File: src/rtl/motor_pkg.sv
// Shared types and constants for the motor sequencer.
package motor_pkg;

    localparam int LEVEL_W = 3;
    localparam int DUR_W   = 16;

    localparam logic [LEVEL_W-1:0] MAX_LEVEL = 3'd7;

    // Sequencer phases; only IDLE is "not busy".
    typedef enum logic [2:0] {
        ST_IDLE      = 3'd0,
        ST_DEAD      = 3'd1,
        ST_RAMP_UP   = 3'd2,
        ST_RUN       = 3'd3,
        ST_RAMP_DOWN = 3'd4
    } motor_state_t;

endpackage

File: src/rtl/tick_gen.sv
// Timing tick prescaler: one-cycle tick every TICK_DIV clocks, restartable
// so that each sequencer phase begins on a fresh tick boundary.
module tick_gen #(
    parameter int TICK_DIV = 50_000
) (
    input  logic sclk,
    input  logic s_rst_n,
    input  logic clr,
    output logic tick
);

    localparam int CNT_W = (TICK_DIV > 1) ? $clog2(TICK_DIV) : 1;
    localparam logic [CNT_W-1:0] CNT_MAX = CNT_W'(TICK_DIV - 1);

    logic [CNT_W-1:0] cnt_q;
    logic [CNT_W-1:0] cnt_d;

    assign tick = (cnt_q == CNT_MAX);

    // Count 0..TICK_DIV-1, wrap after the tick, restart on clear.
    always_comb begin
        cnt_d = cnt_q + CNT_W'(1);
        if (clr || tick) begin
            cnt_d = '0;
        end
    end

    // Prescaler register.
    always_ff @(posedge sclk or negedge s_rst_n) begin
        if (!s_rst_n) begin
            cnt_q <= '0;
        end else begin
            cnt_q <= cnt_d;
        end
    end

endmodule

File: src/rtl/motor_seq_ctrl.sv
// Motion sequencer in front of the PWM generator: accepts one move at a
// time, inserts a coast period before reversing, ramps up, runs, ramps down.
// estop aborts any move on the next edge.
module motor_seq_ctrl
    import motor_pkg::*;
#(
    parameter int TICK_DIV   = 50_000,
    parameter int RAMP_TICKS = 100,
    parameter int DEAD_TICKS = 200
) (
    input  logic               sclk,
    input  logic               s_rst_n,
    input  logic               cmd_valid,
    output logic               cmd_ready,
    input  logic               cmd_dir,
    input  logic [LEVEL_W-1:0] cmd_level,
    input  logic [DUR_W-1:0]   cmd_dur,
    input  logic               estop,
    output logic               pwm_en,
    output logic               pwm_dir,
    output logic [LEVEL_W-1:0] pwm_level,
    output logic               busy,
    output logic               done
);

    localparam logic [DUR_W-1:0] RAMP_CMP = DUR_W'(RAMP_TICKS);
    localparam logic [DUR_W-1:0] DEAD_CMP = DUR_W'(DEAD_TICKS);

    motor_state_t state_q, state_d;

    logic [LEVEL_W-1:0] tgt_level_q, tgt_level_d;
    logic [DUR_W-1:0]   dur_q, dur_d;
    logic [DUR_W-1:0]   phase_q, phase_d;
    logic [LEVEL_W-1:0] level_q, level_d;
    logic               en_q, en_d;
    logic               dir_q, dir_d;
    logic               busy_q, busy_d;
    logic               done_q, done_d;

    logic               tick;
    logic               accept;
    logic               transition;
    logic               level_step;
    logic               phase_last;
    logic [DUR_W-1:0]   phase_cmp;
    logic [DUR_W:0]     phase_inc;
    logic [LEVEL_W-1:0] level_up;
    logic [LEVEL_W-1:0] level_dn;

    // Every phase restarts the prescaler so its length is a whole number of ticks.
    tick_gen #(
        .TICK_DIV (TICK_DIV)
    ) u_tick_gen (
        .sclk    (sclk),
        .s_rst_n (s_rst_n),
        .clr     (transition),
        .tick    (tick)
    );

    assign cmd_ready = (state_q == ST_IDLE) && !estop;
    assign accept    = cmd_valid && cmd_ready;

    assign transition = (state_d != state_q);
    assign level_up   = level_q + LEVEL_W'(1);
    assign level_dn   = (level_q == '0) ? '0 : level_q - LEVEL_W'(1);

    // The phase counter is compared against whichever length the current phase uses.
    always_comb begin
        phase_cmp = RAMP_CMP;
        case (state_q)
            ST_DEAD: phase_cmp = DEAD_CMP;
            ST_RUN:  phase_cmp = dur_q;
            default: phase_cmp = RAMP_CMP;
        endcase
    end

    // phase_last marks the tick that completes the current phase or level.
    assign phase_inc  = {1'b0, phase_q} + (DUR_W + 1)'(1);
    assign phase_last = tick && (phase_inc == {1'b0, phase_cmp});

    // Next-state and registered-output logic; estop overrides everything.
    always_comb begin
        state_d     = state_q;
        tgt_level_d = tgt_level_q;
        dur_d       = dur_q;
        level_d     = level_q;
        en_d        = en_q;
        dir_d       = dir_q;
        done_d      = 1'b0;
        level_step  = 1'b0;

        if (estop) begin
            state_d = ST_IDLE;
            level_d = '0;
            en_d    = 1'b0;
        end else begin
            case (state_q)
                ST_IDLE: begin
                    if (accept) begin
                        tgt_level_d = cmd_level;
                        dur_d       = cmd_dur;
                        level_d     = '0;
                        if (cmd_dir != dir_q) begin
                            // Reverse only while coasting.
                            state_d = ST_DEAD;
                            dir_d   = cmd_dir;
                            en_d    = 1'b0;
                        end else begin
                            state_d = ST_RAMP_UP;
                            en_d    = 1'b1;
                        end
                    end
                end
                ST_DEAD: begin
                    if (phase_last) begin
                        state_d = ST_RAMP_UP;
                        en_d    = 1'b1;
                    end
                end
                ST_RAMP_UP: begin
                    if (level_q == tgt_level_q) begin
                        // Only reachable on entry with a zero target.
                        state_d = ST_RUN;
                    end else if (phase_last && (level_q != MAX_LEVEL)) begin
                        level_step = 1'b1;
                        level_d    = level_up;
                        if (level_up == tgt_level_q) begin
                            state_d = ST_RUN;
                        end
                    end
                end
                ST_RUN: begin
                    if ((dur_q == '0) || phase_last) begin
                        // First ramp-down level starts as RUN ends.
                        state_d = ST_RAMP_DOWN;
                        level_d = level_dn;
                    end
                end
                ST_RAMP_DOWN: begin
                    if (phase_last) begin
                        if (level_q == '0) begin
                            state_d = ST_IDLE;
                            en_d    = 1'b0;
                            done_d  = 1'b1;
                        end else begin
                            level_step = 1'b1;
                            level_d    = level_dn;
                        end
                    end
                end
                default: begin
                    state_d = ST_IDLE;
                    level_d = '0;
                    en_d    = 1'b0;
                end
            endcase
        end

        busy_d = (state_d != ST_IDLE);
    end

    // Phase counter: counts ticks, clears per phase/level, saturates at its compare value.
    always_comb begin
        phase_d = phase_q;
        if (transition || level_step) begin
            phase_d = '0;
        end else if (tick && (phase_q != phase_cmp)) begin
            phase_d = phase_q + DUR_W'(1);
        end
    end

    // State, latched command, counters and registered outputs.
    always_ff @(posedge sclk or negedge s_rst_n) begin
        if (!s_rst_n) begin
            state_q     <= ST_IDLE;
            tgt_level_q <= '0;
            dur_q       <= '0;
            phase_q     <= '0;
            level_q     <= '0;
            en_q        <= 1'b0;
            dir_q       <= 1'b0;
            busy_q      <= 1'b0;
            done_q      <= 1'b0;
        end else begin
            state_q     <= state_d;
            tgt_level_q <= tgt_level_d;
            dur_q       <= dur_d;
            phase_q     <= phase_d;
            level_q     <= level_d;
            en_q        <= en_d;
            dir_q       <= dir_d;
            busy_q      <= busy_d;
            done_q      <= done_d;
        end
    end

    assign pwm_en    = en_q;
    assign pwm_dir   = dir_q;
    assign pwm_level = level_q;
    assign busy      = busy_q;
    assign done      = done_q;

endmodule

File: config.mk
export PLATFORM = sky130hd
export DESIGN_NAME = motor_seq_ctrl
export DESIGN_NICKNAME = d
export VERILOG_FILES = /design/src/rtl/motor_pkg.sv /design/src/rtl/tick_gen.sv /design/src/rtl/motor_seq_ctrl.sv
export SDC_FILE = /design/constraint.sdc
export NUM_CORES = 1
export LEC_CHECK = 0
export BUFFER_PORTS_ARGS = -buffer_cell sky130_fd_sc_hd__clkbuf_2
export CAP_MARGIN = 20
export CORE_MARGIN = 3
export CORE_UTILIZATION = 30
export CTS_BUF_LIST = sky130_fd_sc_hd__clkbuf_16
export DETAILED_ROUTE_END_ITERATION = 8
export GPL_ROUTABILITY_DRIVEN = 0
export PLACE_DENSITY = 0.45
export REMOVE_ABC_BUFFERS = 1
export SLEW_MARGIN = 40
export SYNTH_ARGS = -nofsm -noshare
export SYNTH_HDL_FRONTEND = slang
export SYNTH_SLANG_ARGS = --single-unit
File: constraint.sdc
create_clock -name sclk -period 6 [get_ports sclk]
set_clock_uncertainty 0.2 [all_clocks]
set_input_delay 0.3 -clock sclk [delete_from_list [all_inputs] [get_ports sclk]]
set_output_delay 0.3 -clock sclk [all_outputs]
set_load 0.005 [all_outputs]
==> results of run 1 <==
final timing paths:
kind | end | slack (ns) | cells past startpoint
setup / recovery | phase_q[6] | 1.85 | 10
hold / removal | dur_q[9] | 0.01 | 2
setup reg to reg | phase_q[6] | 1.85 | 10
hold reg to reg | u_tick_gen.cnt_q[0] | 0.27 | 1
min in group asynchronous | u_tick_gen.cnt_q[13] | 0.37 | 3
max in group asynchronous | pwm_level[1] | 4.81 | 3
cell families after synthesis:
| group | after synthesis | share of synthesized area |
|---|---|---|
| fa+ha+maj | 7 | 0.0195 |
| flops | 61 | 0.339 |
| compound gates | 85 | 0.136 |
| simple gates | 214 | 0.277 |
| xor+xnor | 56 | 0.109 |
| buf+inv | 51 | 0.0509 |
| mux | 28 | 0.0690 |
repair_timing:
action                                 CTS  global route
hold buffers                            18             0
gates resized for setup                  0             0
endpoints found under the hold margin   78             0
final cells by class:
type,count,area (um2),share of cell area
multi-input cells,390,2760,0.522
inverters,19,71.3,0.0135
clock inverters,7,91.3,0.0173
well taps,184,230,0.0435
repair buffers,55,384,0.0726
clock buffers,9,225,0.0426
flip-flops and latches,61,1530,0.288
cell usage after synthesis, drive strengths merged (4+ instances only):
library cell	instances	area, um2
inv	19	71.3
mux2	24	270
mux2i	4	40.0
o22ai	6	37.5
nor3	32	160
xor2	25	219
o211ai	5	37.5
a211oi	8	70.1
clkbuf	14	52.6
o21ai	10	50.1
and3	12	75.1
nand2	31	116
buf	18	105
nor2b	4	25.0
dfrtp	61	1530
a31oi	7	43.8
xnor2	31	272
nor2	36	135
o32a	4	40.0
or4	4	30.0
nand2b	6	37.5
nand4	12	81.3
nor4bb	4	40.0
ha	7	87.6
nand3	22	115
nand4b	9	85.1
a21oi	15	75.1
nor4	19	146
cell usage in the layout, fill, tap and decap left out, types with 5 or more instances in the layout:
| master | count |
|---|---|
| o21ai_0 | 10 |
| nand2b_1 | 6 |
| dlygate4sd3_1 | 18 |
| buf_4 | 5 |
| and3_1 | 12 |
| clkbuf_16 | 9 |
| a211oi_1 | 6 |
| a21oi_1 | 15 |
| xnor2_1 | 31 |
| a31oi_1 | 7 |
| o211ai_1 | 5 |
| dfrtp_1 | 61 |
| nand4b_1 | 8 |
| mux2_2 | 23 |
| xor2_1 | 25 |
| nor2_1 | 36 |
| o22ai_1 | 6 |
| nand4_1 | 11 |
| nor3_1 | 32 |
| inv_1 | 20 |
| nand3_1 | 21 |
| nor4_1 | 16 |
| clkbuf_2 | 31 |
| ha_1 | 7 |
| nand2_1 | 30 |
metal layers:
layer,global-route usage,vias up,routed length [um]
met1,0.225,1947,6000
met5,0,-,0
li1,-,1937,-
met3,0.0328,19,560
met4,0.0605,0,263
met2,0.246,103,6010
where the power goes:
group / switching (mW) / internal [mW]
Sequential: 0.0858 / 0.476
Clock: 0.193 / 0.361
Combinational: 0.152 / 0.143
Total: 0.431 / 0.981
stage by stage:
| stage | worst slack (ns) | instances | power [mW] | hold slack [ns] | instance area, um2 |
|---|---|---|---|---|---|
| 2_1_floorplan | 1.85 | 470 | 0.745 | -0.196 | 4340 |
| 3_3_place_gp | 2.01 | 691 | 0.852 | 0.257 | 4790 |
| 3_5_place_dp | 1.86 | 691 | 0.856 | 0.265 | 4790 |
| 4_1_cts | 1.82 | 725 | 1.43 | 0.00257 | 5290 |
| 5_1_grt | 1.45 | 725 | 1.49 | 0.0161 | 5290 |
| 6_report | 1.85 | 725 | 1.41 | 0.0114 | 5290 |
flip-flops by register name (all words and copies together) (netlist names):
| signal | cells |
|---|---|
| pwm_dir | 1 |
| pwm_level | 3 |
| u_tick_gen.cnt_q | 16 |
| busy | 1 |
| dur_q | 16 |
| pwm_en | 1 |
| phase_q | 16 |
| tgt_level_q | 3 |
| state_q | 3 |
| done | 1 |
==> flow_metrics.py, run 1 <==
metrics = {
    "detailed_routing": {
        "drtPass1Iterations": 6,
        "antenna_left": 0,
        "drt-initial-drc-count": 267,
        "via_count": 4006,
        "viasPerCell": 5.53,
        "routedWlPerCell_um": 17.7,
        "totalWireLength_um": 12800,
        "drc": 0,
    },
    "synth": {
        "syn_area_um2": 4500,
        "synth_cell_types": 67,
        "synth_cells": 502,
        "yosysSeqAreaShare": 0.339,
        "synth_edf_count": 0,
        "synth-seq-cells": 61,
        "async_flop_share": 1.00,
        "synth_ff_type": "dfrtp_1",
        "syn_avg_cell_area_um2": 8.96,
        "ys.warnings.count": 0,
    },
    "global_route": {
        "track_usage": 0.161,
        "antenna_found_initial": 0,
        "grt_pass1_vias": 3884,
        "grt_max_degree": 62,
        "overflow": 0,
        "grt_pass1_wl_um": 20900,
    },
    "sta": {
        "fmax_ghz": 0.241,
        "relSlewSlack": 0.519,
        "setup_tns_ns": 0,
        "min_period_ns": 4.15,
        "tightest_slew_ns": 0.704,
        "hold_viol": 0,
        "fin_crit_sh": 0.692,
        "finalMaxSlewViolations": 0,
        "setup_viol": 0,
        "rsz0062_at_grt": "false",
    },
    "run": {
        "drv_cap": 0,
    },
    "setup_path": {
        "critical-path-top-delay-family": "simple AND/OR/NAND/NOR gates",
        "crit_slowest_cell": "nor4_1",
        "critPathKind": "reg -> reg",
        "startpoint_type": "flop",
        "critical_path_arrival_ns": 4.14,
        "crit_path_cell_trace": "ha_1, nand3_1, nor4_1, xor2_1, a31oi_1, a211oi_2, nand3_1, a211oi_4, buf_4, nor4_1",
        "end_kind": "flop",
        "crit_buf_inv": 1,
        "r2r-start": "phase_q[0]",
        "startpoint": "phase_q[0]",
        "cp.required_ns": 5.99,
        "crit_path_max_incr_delay_ns": 0.66,
        "path_max_fanout": 32,
    },
    "layout": {
        "final_nets": 567,
        "diodes": 0,
        "finish.utilization": 0.363,
        "drive_gt1_frac": 0.161,
        "n_fill_cell": 1458,
        "area_growth_pct": 17.6,
    },
    "placement": {
        "io_buffers": 31,
        "dp_hpwl_um": 9310,
    },
    "clock_network": {
        "clk_root_buffer_cell": "clkbuf_16",
        "htreeDepth": 3,
        "cts_tree": "built",
        "clk_path_buf_depth": 2,
        "clk_pin_slew_ns": 0.05,
        "cts_buffers": 9,
        "cts.sinks": 61,
        "postCtsSetupBuffers": 0,
        "clk_latency_ns": 0.34,
    },
    "power_and_ir_drop": {
        "leakage_nw": 2.14,
        "pwr_density_cell_nw_per_um2": 267,
        "irDropWorstVdd_v": 0.000127,
    },
    "hold_path": {
        "worstHoldPathType": "in -> reg",
        "min_from": "cmd_dur[9]",
    },
    "floorplanning": {
        "core_area_um2": 14600,
        "io_pins": 32,
        "initial_core_util": 0.308,
        "rows": 44,
        "fp.dieArea_um2": 16500,
        "dieWidth_um": 128,
        "dieHeight_um": 128,
    },
    "run_status": {
        "outcome": "complete, no violations",
    },
}
Power figures use the tool's default switching activity.
==> run 2: changes to the inputs <==
ABC_AREA = 1   (was default)
PLACE_DENSITY = 0.47   (was 0.45)
clock period = 3.6 ns   (was 6 ns; I/O delays follow)
==> run 2 against run 1 <==
  * Via count shrank 1.1%
  * Utilization grew 1.7 points
  * Global-route usage shrank 1.2 points
  * Non-clock buffer count grew 6
  * Critical path depth grew 11
  * Maximum frequency grew 27%
  * Synthesized area shrank 6.8%
  * Clock power grew 66%
  * Cell count grew 20%
  * Combinational power grew 100%
  * Total power grew 71%
==> flow_metrics.py, run 2 <==
metrics = {
    "run_status": {
        "outcome": "complete, no violations",
    },
    "setup_path": {
        "path_max_fanout": 13,
        "crit_path_cell_trace": "nand2_2, nor2_4, buf_4, nand2_1, nand2_1, nand2_1, nand2_1, nand2_1, nor2_1, nand2_1, nor2_4, nand2_2, nand3_1, inv_1, nor2_1, nand2_1, nand2_1, nand2_1, nand4_4, buf_4, nor2_1",
        "end_kind": "flop",
        "crit_slowest_cell": "dfrtp_1",
        "cp.required_ns": 3.62,
        "critPathKind": "reg -> reg",
        "crit_path_max_incr_delay_ns": 0.50,
        "cp_common_cell": "nand2_1",
        "rr_worst_depth": 21,
        "startpoint_type": "flop",
        "critical_path_arrival_ns": 3.30,
    },
    "global_route": {
        "track_usage": 0.149,
        "grt_pass1_vias": 3910,
        "overflow": 0,
        "grt_max_degree": 37,
        "antenna_found_initial": 0,
        "grt_pass1_wl_um": 18900,
    },
    "clock_network": {
        "clk_path_buf_depth": 2,
        "cts_tree": "built",
        "cts_buffers": 9,
        "clk_pin_slew_ns": 0.05,
        "clk_root_buffer_cell": "clkbuf_16",
        "clk_latency_ns": 0.33,
        "cts.sinks": 61,
        "htreeDepth": 3,
    },
    "hold_path": {
        "worstHoldPathType": "in -> async",
    },
    "floorplanning": {
        "rows": 42,
        "fp.dieArea_um2": 15400,
        "dieWidth_um": 124,
        "core_area_um2": 13500,
        "dieHeight_um": 124,
        "initial_core_util": 0.312,
        "io_pins": 32,
    },
    "synth": {
        "synthTopCellsByCount": "nand2_1 (211), inv_1 (100), nor2_1 (66)",
        "yosysTopAreaCell": "dfrtp_1",
        "syn_area_um2": 4190,
        "synth_cells": 626,
        "async_flop_share": 1.00,
        "synth_top_cells_by_area": "dfrtp_1 (36%), nand2_1 (19%), inv_1 (9.0%)",
        "synth_ff_type": "dfrtp_1",
        "synth-seq-cells": 61,
        "synth_top_area_frac": 0.364,
        "ys.warnings.count": 0,
        "synth_cell_types": 33,
        "syn_avg_cell_area_um2": 6.70,
        "yosysSeqAreaShare": 0.364,
        "synth_most_common_cell": "nand2_1",
        "synth_edf_count": 0,
    },
    "power_and_ir_drop": {
        "pwr_density_cell_nw_per_um2": 473,
        "finalPower_mw": 2.42,
        "irDropWorstVdd_v": 0.000269,
        "leakage_nw": 2.49,
    },
    "layout": {
        "drive_gt1_frac": 0.135,
        "mostFrequentLayoutCell": "nand2_1",
        "diodes": 0,
        "final_nets": 717,
        "n_fill_cell": 1481,
        "largestRegisters": "dur_q x16, phase_q x16, u_tick_gen.cnt_q x16",
        "area_growth_pct": 21.8,
        "mostFrequentLayoutCells": "nand2_1 (211), inv_1 (101), nor2_1 (64)",
    },
    "detailed_routing": {
        "via_count": 3962,
        "totalWireLength_um": 11100,
        "drt-initial-drc-count": 267,
        "routedWlPerCell_um": 12.8,
        "viasPerCell": 4.57,
        "drc": 0,
        "drtPass1Iterations": 4,
        "antenna_left": 0,
    },
    "sta": {
        "setup_tns_ns": 0,
        "finalMaxSlewViolations": 0,
        "setup_viol": 0,
        "fin_crit_sh": 0.910,
        "rsz0062_at_grt": "false",
        "hold_viol": 0,
        "relSlewSlack": 0.654,
        "tightest_slew_ns": 0.516,
        "min_period_ns": 3.28,
        "fmax_ghz": 0.305,
    },
    "placement": {
        "dp_hpwl_um": 8390,
        "io_buffers": 31,
    },
    "run": {
        "drv_cap": 0,
    },
}
[run 2: cell types whose count changed in the layout (fill, tap and decap cells not counted), moves of 11 or more]
cell	change
nand2_1	+181
inv_1	+81
nor2_1	+28
nor2_2	+25
nor3_1	-25
xnor2_1	-24
mux2_2	-23
nand3_1	+22
o21ai_0	+15
and3_1	-11
[run 2: path summary, 6_finish.rpt]
| check | from | endpoint | slack (ns) |
|---|---|---|---|
| min reg2reg | u_tick_gen.cnt_q[0] | u_tick_gen.cnt_q[0] | 0.26 |
| max reg2reg | state_q[0] | u_tick_gen.cnt_q[4] | 0.32 |
| max in group asynchronous | s_rst_n | dur_q[13] | 2.30 |
| max | state_q[0] | u_tick_gen.cnt_q[4] | 0.32 |
| min | s_rst_n | phase_q[7] | 0.15 |
| min in group sclk | cmd_valid | dur_q[7] | 0.16 |
[run 2: routing by layer]
layer | vias up | share of wire | GRT usage
met1 | 1833 | 0.49 | 0.202
li1 | 2053 | - | -
met5 | - | 0 | 0
met2 | 68 | 0.46 | 0.243
met3 | 8 | 0.035 | 0.0314
met4 | 0 | 0.011 | 0.0400
[run 2: cell families (layout without fill, tap and decap cells)]
| kind of cell | after synthesis | in the layout | share of synthesized area |
|---|---|---|---|
| adders and majority gates | 7 | 7 | 0.0209 |
| AOI/OAI and AO/OA | 41 | 41 | 0.0546 |
| and+or+nand+nor | 382 | 382 | 0.406 |
| buffers and inverters | 113 | 178 | 0.109 |
| DFF | 61 | 61 | 0.364 |
| xor gates and xnor gates | 22 | 22 | 0.0460 |
[run 2: per-stage QoR]
stage	setup slack, ns	util	hold slack, ns	instances	area, um2
floorplan	0.748	-	-0.316	614	4120
global placement	0.265	0.337	0.148	826	4530
detailed placement	0.183	0.337	-0.0160	826	4530
CTS	0.165	0.377	0.160	864	5070
global route	0.0220	0.380	0.195	867	5110
finish	0.325	0.380	0.153	867	5110
[run 2: power breakdown]
group / leakage [nW] / total [mW] / switching [mW] / internal (mW)
Clock: 0.157 / 0.920 / 0.317 / 0.602
Sequential: 0.812 / 0.891 / 0.102 / 0.789
Combinational: 1.52 / 0.604 / 0.368 / 0.236
Total: 2.49 / 2.42 / 0.788 / 1.63
[run 2: what timing repair did]
item | 4_1_cts | 5_1_grt
hold buffers | 22 | 0
buffers inserted | 0 | 3
endpoints found under the hold margin | 56 | 0
setup endpoints to repair | 0 | 32
resized for setup | 0 | 1
[run 2: worst max-delay path: cells and delay by family (launching register included)]
family                 cells  cell delay, ns
AND/OR/NAND/NOR           18            1.98
flip-flops                 1            0.50
buffers and inverters      3            0.48
[run 2: layout make-up]
cell class              instances  area, um2  share of cell area
flip-flops and latches         61       1530               0.299
well taps                     176        220              0.0431
repair buffers                 61        450              0.0882
inverters                     101        379              0.0742
clock buffers                   9        225              0.0441
multi-input cells             452       2210               0.434
clock inverters                 7       90.1              0.0176
